### src/rtl/multi_rf_renamer.sv
// multi_rf_renamer: per-file speculative rename tables and free lists with a shared in-use list,
// self-initialising after reset and restoring the tables youngest-first on flush.
module multi_rf_renamer #(
    parameter int NUM_RF    = 2,
    parameter int ARCH_REGS = 32,
    parameter int PHYS_REGS = 64,
    parameter int INFLIGHT  = 32,
    parameter int NUM_SRC   = 3,
    parameter int WB_GROUPS = 4,
    localparam int WBG_W = (WB_GROUPS > 1) ? $clog2(WB_GROUPS) : 1,
    localparam int AW    = $clog2(ARCH_REGS),
    localparam int PW    = $clog2(PHYS_REGS),
    localparam int RW    = (NUM_RF > 1) ? $clog2(NUM_RF) : 1
) (
    input  logic                             clk,
    input  logic                             rst_n,
    input  logic                             rename_req_i,
    input  logic [RW-1:0]                    rename_rf_i,
    input  logic [AW-1:0]                    rename_rd_i,
    input  logic [WBG_W-1:0]                 rename_wb_group_i,
    output logic                             rename_ready_o,
    output logic [PW-1:0]                    rename_phys_rd_o,
    input  logic [NUM_SRC-1:0][RW-1:0]       src_rf_i,
    input  logic [NUM_SRC-1:0][AW-1:0]       src_rs_i,
    output logic [NUM_SRC-1:0][PW-1:0]       src_phys_o,
    output logic [NUM_SRC-1:0][WBG_W-1:0]    src_wb_group_o,
    input  logic                             retire_valid_i,
    input  logic                             flush_req_i,
    output logic                             flush_done_o,
    output logic                             init_done_o
);
    localparam int FD  = PHYS_REGS - ARCH_REGS;
    localparam int N   = (ARCH_REGS > FD) ? ARCH_REGS : FD;
    localparam int FPW = (FD > 1) ? $clog2(FD) : 1;
    localparam int FCW = $clog2(FD) + 1;
    localparam int IPW = (INFLIGHT > 1) ? $clog2(INFLIGHT) : 1;
    localparam int ICW = $clog2(INFLIGHT) + 1;
    localparam int CW  = $clog2(N + 1);
    localparam int MW  = PW + WBG_W;

    typedef enum logic [1:0] {S_INIT, S_RUN, S_WALK} state_t;
    typedef struct packed {
        logic [RW-1:0] rf;
        logic [AW-1:0] rd;
        logic [PW-1:0] spec;
        logic [MW-1:0] prev;
    } iu_t;

    state_t         state_q, state_d;
    logic [CW-1:0]  i_q;
    logic           init_done_q;
    logic [MW-1:0]  tbl_q [NUM_RF][ARCH_REGS];
    logic [PW-1:0]  fmem_q [NUM_RF][FD];
    logic [FPW-1:0] fhd_q [NUM_RF];
    logic [FPW-1:0] ftl_q [NUM_RF];
    logic [FCW-1:0] fcnt_q [NUM_RF];
    iu_t            imem_q [INFLIGHT];
    logic [IPW-1:0] ihd_q, itl_q, itl_prev;
    logic [ICW-1:0] icnt_q;

    logic           run, walk, skip, fire, alloc, retire, wb_pop, init_fill, init_tbl, free_ovf;
    logic [PW-1:0]  alloc_p;
    iu_t            tail_e;
    logic           tbl_we;
    logic [RW-1:0]  tbl_rf;
    logic [AW-1:0]  tbl_rd;
    logic [MW-1:0]  tbl_wd;
    logic           fpush [NUM_RF];
    logic           fpop [NUM_RF];
    logic [PW-1:0]  fpush_d [NUM_RF];

    function automatic logic [FPW-1:0] fnext(input logic [FPW-1:0] p);
        return (p == FPW'(FD - 1)) ? '0 : p + 1'b1;
    endfunction

    function automatic logic [IPW-1:0] inext(input logic [IPW-1:0] p);
        return (p == IPW'(INFLIGHT - 1)) ? '0 : p + 1'b1;
    endfunction

    assign run       = state_q == S_RUN;
    assign walk      = state_q == S_WALK;
    assign init_fill = state_q == S_INIT && i_q < CW'(FD);
    assign init_tbl  = state_q == S_INIT && i_q < CW'(ARCH_REGS);
    assign skip      = rename_rf_i == '0 && rename_rd_i == '0;
    // flush wins over rename and retire in the same cycle
    assign rename_ready_o = run && init_done_q && !flush_req_i &&
                            fcnt_q[rename_rf_i] != '0 && icnt_q != ICW'(INFLIGHT);
    assign fire      = rename_req_i && rename_ready_o;
    assign alloc     = fire && !skip;
    assign retire    = run && !flush_req_i && retire_valid_i && icnt_q != '0;
    assign wb_pop    = walk && icnt_q != '0;
    assign itl_prev  = (itl_q == '0) ? IPW'(INFLIGHT - 1) : itl_q - 1'b1;
    assign tail_e    = imem_q[itl_prev];
    assign alloc_p   = fmem_q[rename_rf_i][fhd_q[rename_rf_i]];
    assign rename_phys_rd_o = alloc ? alloc_p : '0;
    assign flush_done_o     = walk && icnt_q == '0;
    assign init_done_o      = init_done_q;

    assign tbl_we = alloc || wb_pop;
    assign tbl_rf = wb_pop ? tail_e.rf : rename_rf_i;
    assign tbl_rd = wb_pop ? tail_e.rd : rename_rd_i;
    assign tbl_wd = wb_pop ? tail_e.prev : {alloc_p, rename_wb_group_i};

    always_comb begin
        free_ovf = 1'b0;
        for (int r = 0; r < NUM_RF; r++) begin
            fpop[r]    = alloc && rename_rf_i == RW'(r);
            fpush[r]   = init_fill || (retire && imem_q[ihd_q].rf == RW'(r)) ||
                         (wb_pop && tail_e.rf == RW'(r));
            fpush_d[r] = init_fill ? PW'(ARCH_REGS) + PW'(i_q) :
                         retire ? imem_q[ihd_q].prev[MW-1 -: PW] : tail_e.spec;
            free_ovf   = free_ovf || (fpush[r] && fcnt_q[r] == FCW'(FD));
        end
    end

    always_comb begin
        for (int s = 0; s < NUM_SRC; s++) begin
            src_phys_o[s]     = (src_rf_i[s] == '0 && src_rs_i[s] == '0) ? '0 :
                                tbl_q[src_rf_i[s]][src_rs_i[s]][MW-1 -: PW];
            src_wb_group_o[s] = (src_rf_i[s] == '0 && src_rs_i[s] == '0) ? '0 :
                                tbl_q[src_rf_i[s]][src_rs_i[s]][WBG_W-1:0];
        end
    end

    assign state_d = (state_q == S_INIT && i_q == CW'(N - 1)) ? S_RUN :
                     (run && flush_req_i) ? S_WALK :
                     flush_done_o ? S_RUN : state_q;

    always_ff @(posedge clk or negedge rst_n) begin
        if (!rst_n) begin
            state_q     <= S_INIT;
            i_q         <= '0;
            init_done_q <= 1'b0;
        end else begin
            state_q <= state_d;
            if (state_q == S_INIT) i_q <= i_q + 1'b1;
            if (state_q == S_INIT && i_q == CW'(N - 1)) init_done_q <= 1'b1;
        end
    end

    always_ff @(posedge clk or negedge rst_n) begin
        if (!rst_n) begin
            for (int r = 0; r < NUM_RF; r++) begin
                fhd_q[r]  <= '0;
                ftl_q[r]  <= '0;
                fcnt_q[r] <= '0;
            end
            ihd_q  <= '0;
            itl_q  <= '0;
            icnt_q <= '0;
        end else begin
            for (int r = 0; r < NUM_RF; r++) begin
                if (fpush[r]) ftl_q[r] <= fnext(ftl_q[r]);
                if (fpop[r]) fhd_q[r] <= fnext(fhd_q[r]);
                fcnt_q[r] <= fcnt_q[r] + FCW'(fpush[r]) - FCW'(fpop[r]);
            end
            if (alloc) itl_q <= inext(itl_q);
            else if (wb_pop) itl_q <= itl_prev;
            if (retire) ihd_q <= inext(ihd_q);
            icnt_q <= icnt_q + ICW'(alloc) - ICW'(retire || wb_pop);
        end
    end

    // storage arrays carry no reset; INIT fills everything that is later read
    always_ff @(posedge clk) begin
        for (int r = 0; r < NUM_RF; r++) begin
            if (fpush[r]) fmem_q[r][ftl_q[r]] <= fpush_d[r];
            if (init_tbl) tbl_q[r][i_q[AW-1:0]] <= {PW'(i_q), {WBG_W{1'b0}}};
            else if (tbl_we && tbl_rf == RW'(r)) tbl_q[r][tbl_rd] <= tbl_wd;
        end
        if (alloc) imem_q[itl_q] <= '{rf: rename_rf_i, rd: rename_rd_i, spec: alloc_p,
                                      prev: tbl_q[rename_rf_i][rename_rd_i]};
    end

    a_retire_legal: assert property (@(posedge clk) disable iff (!rst_n)
        retire_valid_i |-> (run && icnt_q != '0));
    a_free_no_ovf: assert property (@(posedge clk) disable iff (!rst_n) !free_ovf);
endmodule

### config.mk
export PLATFORM = sky130hd
export DESIGN_NAME = multi_rf_renamer
export DESIGN_NICKNAME = d
export VERILOG_FILES = /design/src/rtl/multi_rf_renamer.sv
export SDC_FILE = /design/constraint.sdc
export NUM_CORES = 2
export LEC_CHECK = 0
export ABC_AREA = 1
export CORE_ASPECT_RATIO = 1.25
export CORE_UTILIZATION = 35
export DETAILED_ROUTE_END_ITERATION = 10
export DONT_BUFFER_PORTS = 1
export PLACE_DENSITY = 0.5
export REMOVE_ABC_BUFFERS = 1
export SETUP_SLACK_MARGIN = 0.02
export SLEW_MARGIN = 20
export SYNTH_ARGS = -nofsm -noshare
export SYNTH_HDL_FRONTEND = slang
export SYNTH_SLANG_ARGS = --single-unit
### constraint.sdc
create_clock -name clk -period 8.03 [get_ports clk]
set_input_delay 2.0075 -clock clk [delete_from_list [all_inputs] [get_ports clk]]
set_output_delay 2.0075 -clock clk [all_outputs]
set_load 0.005 [all_outputs]
==> results.json <==
{
  "hold_violations": 0,
  "yosysSeqAreaShare": 0.537,
  "arrival_ps": 5560,
  "finalSetupTns_ps": 0,
  "ys.flop_type": "edfxtp_1",
  "yosysMostFrequentCell": "nand2_1",
  "drt_wl_total_mm": 377,
  "vdd_drop_max_mv": 0.152,
  "rows": 206,
  "antenna_found_initial": 14,
  "drt-initial-drc-count": 10745,
  "portBuffers": 0,
  "clk_pin_slew_ps": 60,
  "drc": 0,
  "max_cap_viol_count": 0,
  "die_h_um": 565,
  "hp-class": "flop to flop",
  "cts.sinks": 1593,
  "synth_common_cells": "nand2_1, edfxtp_1, o21ai_0",
  "yosysWarnings": 0,
  "synth_edf_count": 1536,
  "clock_skew_ps": 52.2,
  "ant_nets": 0,
  "grt_pass1_vias": 73227,
  "initial_core_util": 0.352,
  "power_density_mw_per_mm2": 192,
  "grt_pass1_wl_mm": 536,
  "io_pins": 64,
  "netlist_area_mm2": 0.0886,
  "syn_area_per_cell_um2": 8.68,
  "synth_top_area_share": 0.520,
  "dp_hpwl_mm": 233,
  "synth_top_area_cell": "edfxtp_1",
  "fill_cells": 24931,
  "power_leakage_nw": 35.1,
  "placedCellCount": 12866,
  "htreeDepth": 4,
  "max_slew_margin": 0.158,
  "vias_per_cell": 6.06,
  "worst_slew_pin_slew_ps": 1260,
  "place_ws_ps": 1060,
  "coreArea_mm2": 0.252,
  "status": "finished clean",
  "ys_ff_latch": 1593,
  "fmax_mhz": 132,
  "regArea_mm2": 0.0476,
  "globalplace.congestion": 0.981,
  "grt_max_degree": 608,
  "rsz0062_at_grt": "no",
  "dieWidth_um": 452,
  "critPathKind": "primary input to output pin",
  "dieArea_mm2": 0.255,
  "clk_latency_ps": 870,
  "ctsLongestPathBuffers": 4,
  "synth.distinct_cells": 57,
  "synthArstFlopShare": 0.0358,
  "cts_tree": "done",
  "vias": 79907,
  "post_cts_buffers": 0,
  "netlist_instances": 10211,
  "post_cts_resized": 0,
  "multiInputGateArea_mm2": 0.0358,
  "hold_ws_ps": 512,
  "setup_viol": 0,
  "cts_made_buffers": 178,
  "grt_use_total": 0.285,
  "stdcell_count": 13182,
  "areaGrowthSynthToFinish_pct": 9.54,
  "dr.pass1.iters": 9,
  "clock-root-buffer": "clkbuf_16",
  "worstPathRequired_ps": 6020,
  "grt.overflow.total": 0,
  "drv_slew": 0,
  "crit_path_max_fanout": 344,
  "holdBufCountCts": 0,
  "layout_min_cycle_time_ps": 7570,
  "wl_per_cell_um": 28.6,
  "drive_gt1_frac": 0.0653,
  "worst_setup_path_end_kind": "output pin",
  "worst_slack_ps": 463,
  "synthTopCellsByArea": "edfxtp_1, nand2_1, o21ai_0",
  "total_power_w": 0.0186,
  "fin_nets": 9802,
  "period_share": 0.942,
  "critPathLaunchType": "primary input"
}
[stage by stage]
stage,cell area [um^2],util
after global routing,97100,0.385
after CTS,97000,0.385
after floorplan,84900,-
final,97100,0.385
after detailed placement,91400,0.363
after global placement,91400,0.363
[flip-flops by register name, summed over array words and instances (netlist names)]
register,count
fmem_q,384
init_done_o,1
itl_q,5
fcnt_q,12
ftl_q,10
imem_q,640
icnt_q,6
fhd_q,10
tbl_q,512
state_q,2
ihd_q,5
i_q,6
[worst max-delay path, stage by stage]
cell      delay (ps)
inv_4            900
buf_12           380
buf_12           270
o21ai_0          130
a221oi_1         940
o31ai_1          240
nand2_1          140
a21oi_1          120
[final timing paths]
kind	start	endpoint	slack [ps]	cells past startpoint
max in group asynchronous	rst_n	ihd_q[0]$_DFFE_PN0P_	6960	0
min in group asynchronous	rst_n	ftl_q[8]$_DFFE_PN0P_	840	0
min	fcnt_q[6]$_DFF_PN0_	fcnt_q[6]$_DFF_PN0_	510	1
min reg2reg	fcnt_q[6]$_DFF_PN0_	fcnt_q[6]$_DFF_PN0_	510	1
max	src_rf_i[2]	src_wb_group_o[5]	460	8
max reg2reg	itl_q[0]$_DFFE_PN0N_	tbl_q[1][153]$_SDFFCE_PP0P_	1580	16
[placed cells by master, fill, tap and decap left out, types with 19 or more instances in the layout]
cell type	count
nand2_1	2169
buf_12	19
clkbuf_16	182
dfrtp_1	48
nor2_2	47
o211ai_1	288
o22ai_1	98
edfxtp_1	1536
nor2_1	669
buf_4	198
inv_1	484
clkinv_1	49
nand3_1	1271
nand4_1	236
clkinv_2	23
nand3b_1	39
o21ai_0	1306
nand3_2	35
ha_1	46
clkbuf_1	37
a21oi_1	691
a221oi_1	34
o221ai_1	49
[cell families after synthesis]
logic type,Yosys count,share of synthesized area
mux,17,0.00192
compound gates,2589,0.163
xor+xnor,19,0.00188
simple gates,4535,0.225
fa+ha+maj,50,0.00731
buf+inv,1408,0.0638
flops,1593,0.537
[report_power, final]
group	internal [W]	switching [W]	leakage [nW]	total [W]
clock network	0.00460	0.00350	2.69	0.00810
logic	0.000321	0.00110	19.1	0.00142
registers	0.00909	0	13.3	0.00909
[layer usage]
layer / routed length [um] / vias up / global-route usage
met4: 19800 / 6 / 0.136
met5: 41 / - / 0
met3: 37100 / 932 / 0.0587
li1: - / 35338 / -
met1: 150000 / 38985 / 0.379
met2: 170000 / 4646 / 0.444
[final cells by class]
cell class	count	share of cell area
Inverter	518	0.0203
Timing Repair Buffer	220	0.0201
Clock inverter	88	0.00852
Sequential cell	1593	0.490
Antenna cell	3	0.0000773
Clock buffer	222	0.0488
Multi-Input combinational cell	7210	0.369
Tap cell	3328	0.0429
(Power assumes the default switching activity.)
